[src/rtl/store_buffer.sv]
// Posted-write FIFO between the store path and the data memory write port.
// Drains one entry per free memory cycle and flags loads that hit a pending store.
`ifndef MEM_BYTE
`define MEM_BYTE 2'b00
`endif
`ifndef MEM_HALF
`define MEM_HALF 2'b01
`endif
`ifndef MEM_WORD
`define MEM_WORD 2'b10
`endif

module store_buffer #(
  parameter int DEPTH = 4,
  parameter int PTR_W = 2
) (
  input  logic             clk,
  input  logic             rst,
  input  logic             st_valid,
  output logic             st_ready,
  input  logic [31:0]      st_addr,
  input  logic [31:0]      st_data,
  input  logic [1:0]       st_memop,
  output logic             st_misalign,
  input  logic             ld_valid,
  input  logic [31:0]      ld_addr,
  output logic             ld_hit,
  input  logic             mem_busy,
  output logic             mem_wr,
  output logic [31:0]      mem_addr,
  output logic [31:0]      mem_din,
  output logic [1:0]       mem_memop,
  input  logic             sync_req,
  output logic             sync_done,
  output logic [PTR_W:0]   count
);

  localparam logic [0:0] ST_RUN  = 1'b0;
  localparam logic [0:0] ST_SYNC = 1'b1;

  logic [31:0]      addr_reg  [DEPTH];
  logic [31:0]      data_reg  [DEPTH];
  logic [1:0]       memop_reg [DEPTH];
  logic [PTR_W-1:0] head_reg;
  logic [PTR_W-1:0] tail_reg;
  logic [PTR_W:0]   count_reg;
  logic [0:0]       state_reg;
  logic             misalign_reg;

  logic             st_aligned;
  logic             enq;
  logic             deq;
  logic             empty;
  logic [DEPTH-1:0] hit_vec;
  logic             unused_ld_bits;

  // Undefined size 2'b11 falls into the default arm and is checked as a word.
  always_comb begin
    st_aligned = 1'b1;
    case (st_memop)
      `MEM_BYTE: st_aligned = 1'b1;
      `MEM_HALF: st_aligned = ~st_addr[0];
      default:   st_aligned = (st_addr[1:0] == 2'b00);
    endcase
  end

  assign empty     = (count_reg == '0);
  assign st_ready  = (count_reg < (PTR_W+1)'(DEPTH)) && (state_reg == ST_RUN) && !sync_req;
  assign enq       = st_valid && st_ready && st_aligned;
  assign deq       = !empty && !mem_busy;
  assign mem_wr    = deq;
  assign mem_addr  = empty ? 32'd0 : addr_reg[head_reg];
  assign mem_din   = empty ? 32'd0 : data_reg[head_reg];
  assign mem_memop = empty ? 2'd0  : memop_reg[head_reg];
  assign sync_done = sync_req && empty;
  assign count     = count_reg;
  assign st_misalign = misalign_reg;
  assign unused_ld_bits = ^ld_addr[1:0];

  always_ff @(posedge clk) begin
    if (enq) begin
      addr_reg[tail_reg]  <= st_addr;
      data_reg[tail_reg]  <= st_data;
      memop_reg[tail_reg] <= st_memop;
    end
  end

  always_ff @(posedge clk) begin
    if (rst) begin
      head_reg     <= '0;
      tail_reg     <= '0;
      count_reg    <= '0;
      state_reg    <= ST_RUN;
      misalign_reg <= 1'b0;
    end else begin
      if (enq)
        tail_reg <= tail_reg + PTR_W'(1);
      if (deq)
        head_reg <= head_reg + PTR_W'(1);
      case ({enq, deq})
        2'b10:   count_reg <= count_reg + (PTR_W+1)'(1);
        2'b01:   count_reg <= count_reg - (PTR_W+1)'(1);
        default: count_reg <= count_reg;
      endcase
      if (st_valid && st_ready && !st_aligned)
        misalign_reg <= 1'b1;
      state_reg <= sync_req ? ST_SYNC : ST_RUN;
    end
  end

  // An entry slot is live when its distance from head is below count.
  for (genvar gi = 0; gi < DEPTH; gi++) begin : g_hit
    logic [PTR_W-1:0] off;
    assign off         = PTR_W'(gi) - head_reg;
    assign hit_vec[gi] = ({1'b0, off} < count_reg) && (addr_reg[gi][31:2] == ld_addr[31:2]);
  end

  assign ld_hit = ld_valid && (|hit_vec);

endmodule

[config.mk]
export PLATFORM = sky130hd
export DESIGN_NAME = store_buffer
export DESIGN_NICKNAME = d
export VERILOG_FILES = /design/src/rtl/store_buffer.sv
export SDC_FILE = /design/constraint.sdc
export NUM_CORES = 1
export LEC_CHECK = 0
export BUFFER_PORTS_ARGS = -buffer_cell sky130_fd_sc_hd__buf_2
export CAP_MARGIN = 20
export CORE_ASPECT_RATIO = 1.4
export CORE_UTILIZATION = 60
export CTS_CLUSTER_DIAMETER = 40
export DETAILED_ROUTE_END_ITERATION = 12
export HOLD_SLACK_MARGIN = 0.06
export PLACE_DENSITY = 0.87
export RECOVER_POWER = 100
export SLEW_MARGIN = 5
export SYNTH_ARGS = -nofsm -noshare
export SYNTH_HDL_FRONTEND = slang
export SYNTH_SLANG_ARGS = --single-unit
[constraint.sdc]
create_clock -name clk -period 8.65 [get_ports clk]
set_input_delay 0 -clock clk [delete_from_list [all_inputs] [get_ports clk]]
set_output_delay 0 -clock clk [all_outputs]
set_load 0.05 [all_outputs]
==> results summary, run 1 <==
The total number of vias is 6995. In the final design database the tool counted 1029 nets. The actual slew at the worst max-slew pin is 5.01 ns.

For this run, the leading register cell type out of synthesis is sky130_fd_sc_hd__edfxtp_1. For the worst setup path, the data arrival time is 5.45 ns. The DRC violations left came out at 0.

The total number of clock tree sinks is 275. The fraction of the yosys area taken by sequential cells came out at 68.3%. The number of enable flip-flop cells after synthesis is 264. The leading cell type in the layout, fill and taps excluded is sky130_fd_sc_hd__edfxtp_1.

Clock-pin slew was measured on the worst setup and hold paths at 0.07 ns. The number of warning messages in the yosys log came out at 0. For this run, the top clock speed supported by timing is 0.183 GHz.

Leaving out fill and tap cells, the most frequent cells in the layout are sky130_fd_sc_hd__edfxtp_1, sky130_fd_sc_hd__clkbuf_1, sky130_fd_sc_hd__xor2_1. The average detailed-routed wire length per instance is 23.2 um. Synthesis produced a netlist with a net count of 771. The buffer depth of the longest clock path came out at 3.

The number of buffers and inverters on the critical path is 0. The last weighted congestion value of the routability-driven placer is 0.912. The critical path is of the flop to flop type. The largest net degree at the start of global routing came out at 68. The cell family contributing the most delay on the critical path is simple AND/OR/NAND/NOR gates. CTS built an H-tree with a depth of 1. The number of unique standard cell types used by synthesis is 31. The required time of the worst setup path came out at 8.65 ns. The cell sitting at the root of the clock tree is a sky130_fd_sc_hd__clkbuf_16. The starting density of the core is 61.6%.

The vertical extent of the die is 169 um. The headroom to the max-slew limit came out at -234%. The number of design-rule violations left by the first detailed-router iteration came out at 597. The half-perimeter wire length of the detailed placement result came out at 16600 um. At the later pin of the worst-skew pair, clock insertion delay measures 0.52 ns. The checks that failed: capacitance limit, slew limit. The die covers 0.0205 sq mm. Walking the worst path, the cells encountered are nor3_1 > nand2_1 > nor2_1 > and2_0. The final critical-path share of the clock period came out at 63.1%. Setup repair after global routing left no endpoint under its margin.

TritonCTS built the clock tree. The detailed-routing iteration count for the pre-antenna-repair pass came out at 5. The power per cell area came out at 247 mW/mm^2.

The maximum clock skew at final layout came out at 0.0158 ns. The number of global-route vias before repair came out at 7538. Once detail routing completed, the nets flagged for antenna violations numbered 0. The number of synthesized register bits came out at 275. The first global-routing pass estimated 41500 um of wire. The average size of a mapped cell is 18.2 sq um. The post-CTS setup-driven buffer insertion count came out at 0. The total overflow left after global routing is 0. The number of maximum-capacitance constraint violations is 2. The ratio of routed vias to standard cells came out at 5.90. STA classifies the critical path endpoint as a flop. Compared with the post-synthesis result, the final layout area differs by 21.3%. The number of hold violations in the final report came out at 0.

Adding up every negative setup slack in the final design gives 0 ns. Of the cells placed in the final design, the portion with a size suffix greater than 1 is 16.3%. The number of I/O pins is 178. The class of the tightest hold or removal check is input port to flop. The initial antenna violation count came out at 3. The maximum ir drop on the vdd rail is 225 uV. The final number of setup-violating endpoints is 0.

The number of buffer cells added on primary ports is 175. The reported leakage power is 4.74 nW. The number of max-slew violations in the final report is 135.

The die span in x is 121 um. The netlist area before placement came out at 0.0119 sq mm. The clock buffer count from CTS is 27. Synthesis produced a netlist whose cell count is 657.

Global routing consumed, over all layers together, 27.8% of the routing resources. The run finished, with violations left. Summed over all layers, the routed wires come to 27600 um. The area of the core is 0.0194 sq mm. STA classifies the critical path startpoint as a flop. The share of the synthesized area in the top cell type came out at 66.4%. Of all nets on the critical path, the largest fanout is 66. Among all stages on the critical path, the largest delay is contributed by sky130_fd_sc_hd__and2_0.

The minimum clock period after layout came out at 5.46 ns. For this run, the slowest stage of the critical path takes 3.63 ns. The worst hold slack came out at 0.273 ns. In the synthesized netlist the async set-or-reset flop fraction comes to 0%. The post-synthesis cell type with the largest combined area is sky130_fd_sc_hd__edfxtp_1. After floorplanning, the core was divided into 60 placement rows. Ranked by total cell area, the synthesized netlist is headed by sky130_fd_sc_hd__edfxtp_1, sky130_fd_sc_hd__mux4_2, sky130_fd_sc_hd__xor2_1.
-- worst paths after layout --
path / cells after the start / endpoint / slack [ns] / startpoint
worst min register to register: 2 / count[1]$_SDFFE_PP0P_ / 0.59 / count[1]$_SDFFE_PP0P_
worst max register to register: 4 / addr_reg[0][10]$_DFFE_PP_ / 3.19 / count[2]$_SDFFE_PP0P_
worst max-delay path: 4 / addr_reg[0][10]$_DFFE_PP_ / 3.19 / count[2]$_SDFFE_PP0P_
worst min-delay path: 2 / data_reg[2][3]$_DFFE_PP_ / 0.27 / st_data[3]
-- metrics by stage --
stage	cells	utilization (%)	cell area [sq um]	setup WS (ns)	power (mW)
6_report	1186	74.7	14500	3.19	3.57
5_1_grt	1185	74.7	14500	2.75	3.68
4_1_cts	1183	75.7	14700	5.47	3.59
3_5_place_dp	1060	67.4	13000	6.04	2.45
3_3_place_gp	1060	67.4	13000	6.07	2.44
2_1_floorplan	657	-	11900	4.40	2.23
-- synthesized netlist by cell type (all sizes together), types with 9 or more instances --
cell type and n:
dfxtp 11, buf 12, nor4 24, ha 9, xnor2 12, inv 10, nor2b 49, and2b 18
clkbuf 11, edfxtp 264, nor2 13, mux4 66, xor2 114
-- per-layer routing --
layer  share of wire [%]  GRT usage, %
met1                  36          32.2
met2                  52          49.2
met3                 7.1          5.05
met4                 4.9          14.0
met5                   0             0
-- power by group --
| part | switching [mW] | total [mW] | internal, mW |
|---|---|---|---|
| clock network | 0.490 | 1.13 | 0.643 |
| registers | 0.0340 | 1.52 | 1.48 |
| logic | 0.638 | 0.915 | 0.277 |
| total | 1.16 | 3.57 | 2.40 |
-- cell families after synthesis --
logic type	Yosys count	share of synthesized area [%]
flip-flops	275	68.3
AND/OR/NAND/NOR	131	6.71
XOR/XNOR	126	9.25
multiplexers	67	12.5
buffers and inverters	33	1.25
AO/OA/AOI/OAI	15	0.839
adder cells (fa/ha/maj)	10	1.11
-- repair_timing --
item	CTS	global route
resized for setup	0	0
setup endpoints to repair	0	0
endpoints found under the hold margin	275	0
hold buffers	74	0
-- area by class of cell --
| class | count | area (sq um) |
|---|---|---|
| Multi-Input combinational cell | 349 | 3630 |
| Antenna cell | 3 | 7.51 |
| Tap cell | 248 | 310 |
| Clock buffer | 33 | 698 |
| Fill cell | 1204 | 4900 |
| Sequential cell | 275 | 8150 |
| Timing Repair Buffer | 252 | 1460 |
| Clock inverter | 16 | 166 |
| Inverter | 10 | 37.5 |
No activity file was read; power rests on OpenSTA's default activity.
==> run 2, diff against run 1 <==
--- a/config.mk
+++ b/config.mk
@@ -8,11 +8,11 @@
 export BUFFER_PORTS_ARGS = -buffer_cell sky130_fd_sc_hd__buf_2
 export CAP_MARGIN = 20
 export CORE_ASPECT_RATIO = 1.4
-export CORE_UTILIZATION = 60
+export CORE_UTILIZATION = 57
 export CTS_CLUSTER_DIAMETER = 40
 export DETAILED_ROUTE_END_ITERATION = 12
 export HOLD_SLACK_MARGIN = 0.06
-export PLACE_DENSITY = 0.87
+export PLACE_DENSITY = 0.84
 export RECOVER_POWER = 100
 export SLEW_MARGIN = 5
 export SYNTH_ARGS = -nofsm -noshare
==> constraint.sdc (replaced) <==
create_clock -name clk -period 5.1 [get_ports clk]
set_input_delay 0 -clock clk [delete_from_list [all_inputs] [get_ports clk]]
set_output_delay 0 -clock clk [all_outputs]
set_load 0.05 [all_outputs]
==> run 2 against run 1 <==
Net effect: final area is 0.13% lower; setup slack worse by 1.5 ns; sequential share of layout area is 0.073 points higher; power is 68% higher; clock power is 65% higher; the run still ends with capacitance limit, slew limit left; sequential power is 71% higher; global-route usage is 2.0 points lower; cell count is 0.59% higher; routed wire length hardly changed.
==> results summary, run 2 (same netlist as run 1, synthesis figures left out) <==
Outcome: finished, violations left (unchanged). Violated checks: capacitance limit, slew limit (unchanged). The total power of the final layout is 5.99 mW (was 3.57 mW). The placement row count came out at 62 (was 60). The overall overflow remaining after global route is 0 (unchanged).

The number of placed instances, taps included came out at 1068 (was 1060). The post-CTS setup-driven buffer insertion count came out at 0 (unchanged). The final number of setup-violating endpoints is 0 (unchanged). The highest achievable clock rate came out at 0.290 GHz. The capturing point of the worst reg2reg path was addr_reg[0][31]$_DFFE_PP_ (was addr_reg[0][10]$_DFFE_PP_). The number of max-slew violations in the final report is 336 (was 135). The ratio of routed vias to standard cells came out at 5.75 (was 5.90). The last weighted congestion value of the routability-driven placer is 0.892 (was 0.912). The average detailed-routed wire length per instance was 23.1 um (was 23.2 um). The maximum clock skew at final layout came out at 0.0112 ns (was 0.0158 ns).

The data arrival time of the critical path came out at 3.45 ns (was 5.45 ns). The required time of the worst setup path came out at 5.10 ns (was 8.65 ns). The final standard cell utilization of the core is 70.6% (was 74.7%).

The final antenna diode count came out at 0 (was 3). The clock buffer count from CTS is 28 (was 27). The category of the critical setup timing path is flop to output port (was flop to flop). The class of the tightest hold or removal check is input port to flop (unchanged). Top library cells by usage in the layout, fill and taps aside: sky130_fd_sc_hd__edfxtp_1, sky130_fd_sc_hd__clkbuf_1, sky130_fd_sc_hd__xor2_1 (unchanged). The headroom to the max-slew limit was -29.6% (was -234%).

The detailed-routing iteration count for the pre-antenna-repair pass is 5 (unchanged). The element type at the critical path end is an output port (was flop). The proportion of layout cells with a drive suffix above 1 came out at 16.8% (was 16.3%).

The area of the core is 0.0205 sq mm (was 0.0194 sq mm). The count of instances resized after the clock tree is built came out at 0 (unchanged). The first-pass GRT wire length was 41300 um (was 41500 um). The number of buffer cells added on primary ports came out at 175 (unchanged). The actual slew at the worst max-slew pin is 1.94 ns (was 5.01 ns). The total track usage is 25.8% (was 27.8%). The power per cell area is 414 mW/mm^2 (was 247 mW/mm^2). The maximum level of the CTS H-tree came out at 1 (unchanged).

The critical path launch point type is a flop (unchanged). The net switching power came out at 1.99 mW (was 1.16 mW). The count of nets left with antenna violations after detail routing is 0 (unchanged).

The minimum clock period after layout came out at 3.45 ns. The placement-stage worst setup slack is 2.57 ns (was 6.04 ns). The library cell used as clock root buffer was sky130_fd_sc_hd__clkbuf_16 (unchanged). The combinational share of power is 25.4% (was 25.7%). The overall die area is 0.0215 sq mm (was 0.0205 sq mm). The worst hold slack is 0.264 ns (was 0.273 ns). The half-perimeter wire length of the detailed placement result came out at 16400 um (was 16600 um). The leading cell type in the layout, fill and taps excluded is sky130_fd_sc_hd__edfxtp_1 (unchanged). Unrepaired setup endpoints after global routing: false (unchanged). The post-placement cell area is 0.0131 sq mm (was 0.0130 sq mm). The final setup slack of the worst path is 1.65 ns (was 3.19 ns). The largest fanout on the critical path is 39 (was 66). The DRC violations left is 0 (unchanged). The total number of clock tree sinks came to 275 (unchanged). The total number of vias is 6859 (was 6995). The buffer depth of the longest clock path is 3 (unchanged). The number of global-route vias before repair is 7414 (was 7538).

The portion of total power attributed to sequential cells came out at 43.4% (was 42.6%). The initial antenna violation count was 0 (was 3). The number of maximum-capacitance constraint violations is 5 (was 2). The flop-to-flop setup slack came to 1.89 ns (was 3.19 ns).

The total negative slack came out at 0 ns (unchanged). The die span in x is 124 um (was 121 um). The maximum ir drop on the vdd rail came to 452 uV (was 225 uV). The post-layout net count is 1030 (was 1029). The final critical-path share of the clock period came out at 67.6%. The endpoint of the worst hold-timing path is addr_reg[3][12]$_DFFE_PP_ (was data_reg[2][3]$_DFFE_PP_). The total non-filler cell area in the finished layout came out at 0.0144 sq mm (was 0.0145 sq mm).

The clock-pin slew on the worst setup and hold paths is 0.06 ns (was 0.07 ns). The number of design-rule violations left by the first detailed-router iteration came out at 475 (was 597). The worst hold path startpoint is st_addr[12] (was st_data[3]). The launch point of the worst reg-to-reg path was count[2]$_SDFFE_PP0P_ (unchanged). The clock latency of the later-clocked register in the worst-skew pair is 0.54 ns (was 0.52 ns). The number of instances on the worst hold path came out at 2 (unchanged). The vertical extent of the die is 173 um (was 169 um).

The number of hold violations in the final report came to 0 (unchanged). The growth of design area from synthesis to finish came to 21.1% (was 21.3%). The number of I/O pins is 178 (unchanged).

The clock network fraction of design power was 31.2% (was 31.8%). The largest net degree at the start of global routing is 68 (unchanged). The switching part of the total is 33.2% (was 32.6%). The starting density of the core is 58.3% (was 61.6%).

The internal power came out at 4.00 mW (was 2.40 mW). The TritonCTS clock tree is built (unchanged). The reported leakage power is 4.74 nW (about the same). The sum of routed wire length over all layers came out at 27600 um (about the same). The non-filler instance count after layout is 1193 (was 1186).

The number of buffers added to fix hold violations after cts is 74 (unchanged). The cell count of the worst reg-to-reg path is 4 (unchanged).
-- run 2: cell types whose count changed in the layout (fill, tap and decap cells not counted), sizes merged --
cell      delta
clkinvlp     +2
diode        -3
bufinv       -2
buf          +3
clkinv       +2
clkbuf       -3
-- run 2: worst max path at each step --
stage / startpoint / to / slack [ns] / depth (start not counted)
floorplan: count[2]$_SDFFE_PP0P_ / addr_reg[1][0]$_DFFE_PP_ / 0.85 / 4
global placement: count[2]$_SDFFE_PP0P_ / data_reg[0][24]$_DFFE_PP_ / 2.60 / 4
detailed placement: count[2]$_SDFFE_PP0P_ / data_reg[1][1]$_DFFE_PP_ / 2.57 / 4
CTS: addr_reg[2][31]$_DFFE_PP_ / ld_hit / 1.95 / 6
global route: flop / mem_din[2] / 1.36 / 4
finish: flop / mem_din[2] / 1.65 / 4
-- run 2: final cells by class --
cell class | instances | area (sq um)
sequential | 275 | 8150
fill | 1354 | 6030
multi-input combinational | 349 | 3630
timing repair buffer | 252 | 1470
clock buffer | 33 | 719
tap | 256 | 320
clock inverter | 18 | 121
inverter | 10 | 37.5
-- run 2: power by group through the flow --
stage / Sequential, mW / Combinational [mW] / Clock, mW
floorplan: 2.60 / 1.18 / 0
global placement: 2.65 / 1.50 / 0
detailed placement: 2.66 / 1.51 / 0
CTS: 2.61 / 1.57 / 1.88
global route: 2.61 / 1.59 / 1.97
finish: 2.60 / 1.52 / 1.87
-- run 2: layer usage --
layer	up-vias	routed length, um	track usage (%)
met2	304	15000	48.4
met5	-	0	0
met4	0	870	9.29
met3	53	1740	4.12
li1	3079	-	-
met1	3423	10000	29.4
-- run 2: worst max-delay path: stages (launching register included) --
cell and delay [ns]:
sky130_fd_sc_hd__dfxtp_2 1.33, sky130_fd_sc_hd__buf_4 0.49, sky130_fd_sc_hd__mux4_2 0.55, sky130_fd_sc_hd__nor2b_1 0.16
sky130_fd_sc_hd__clkbuf_1 0.37
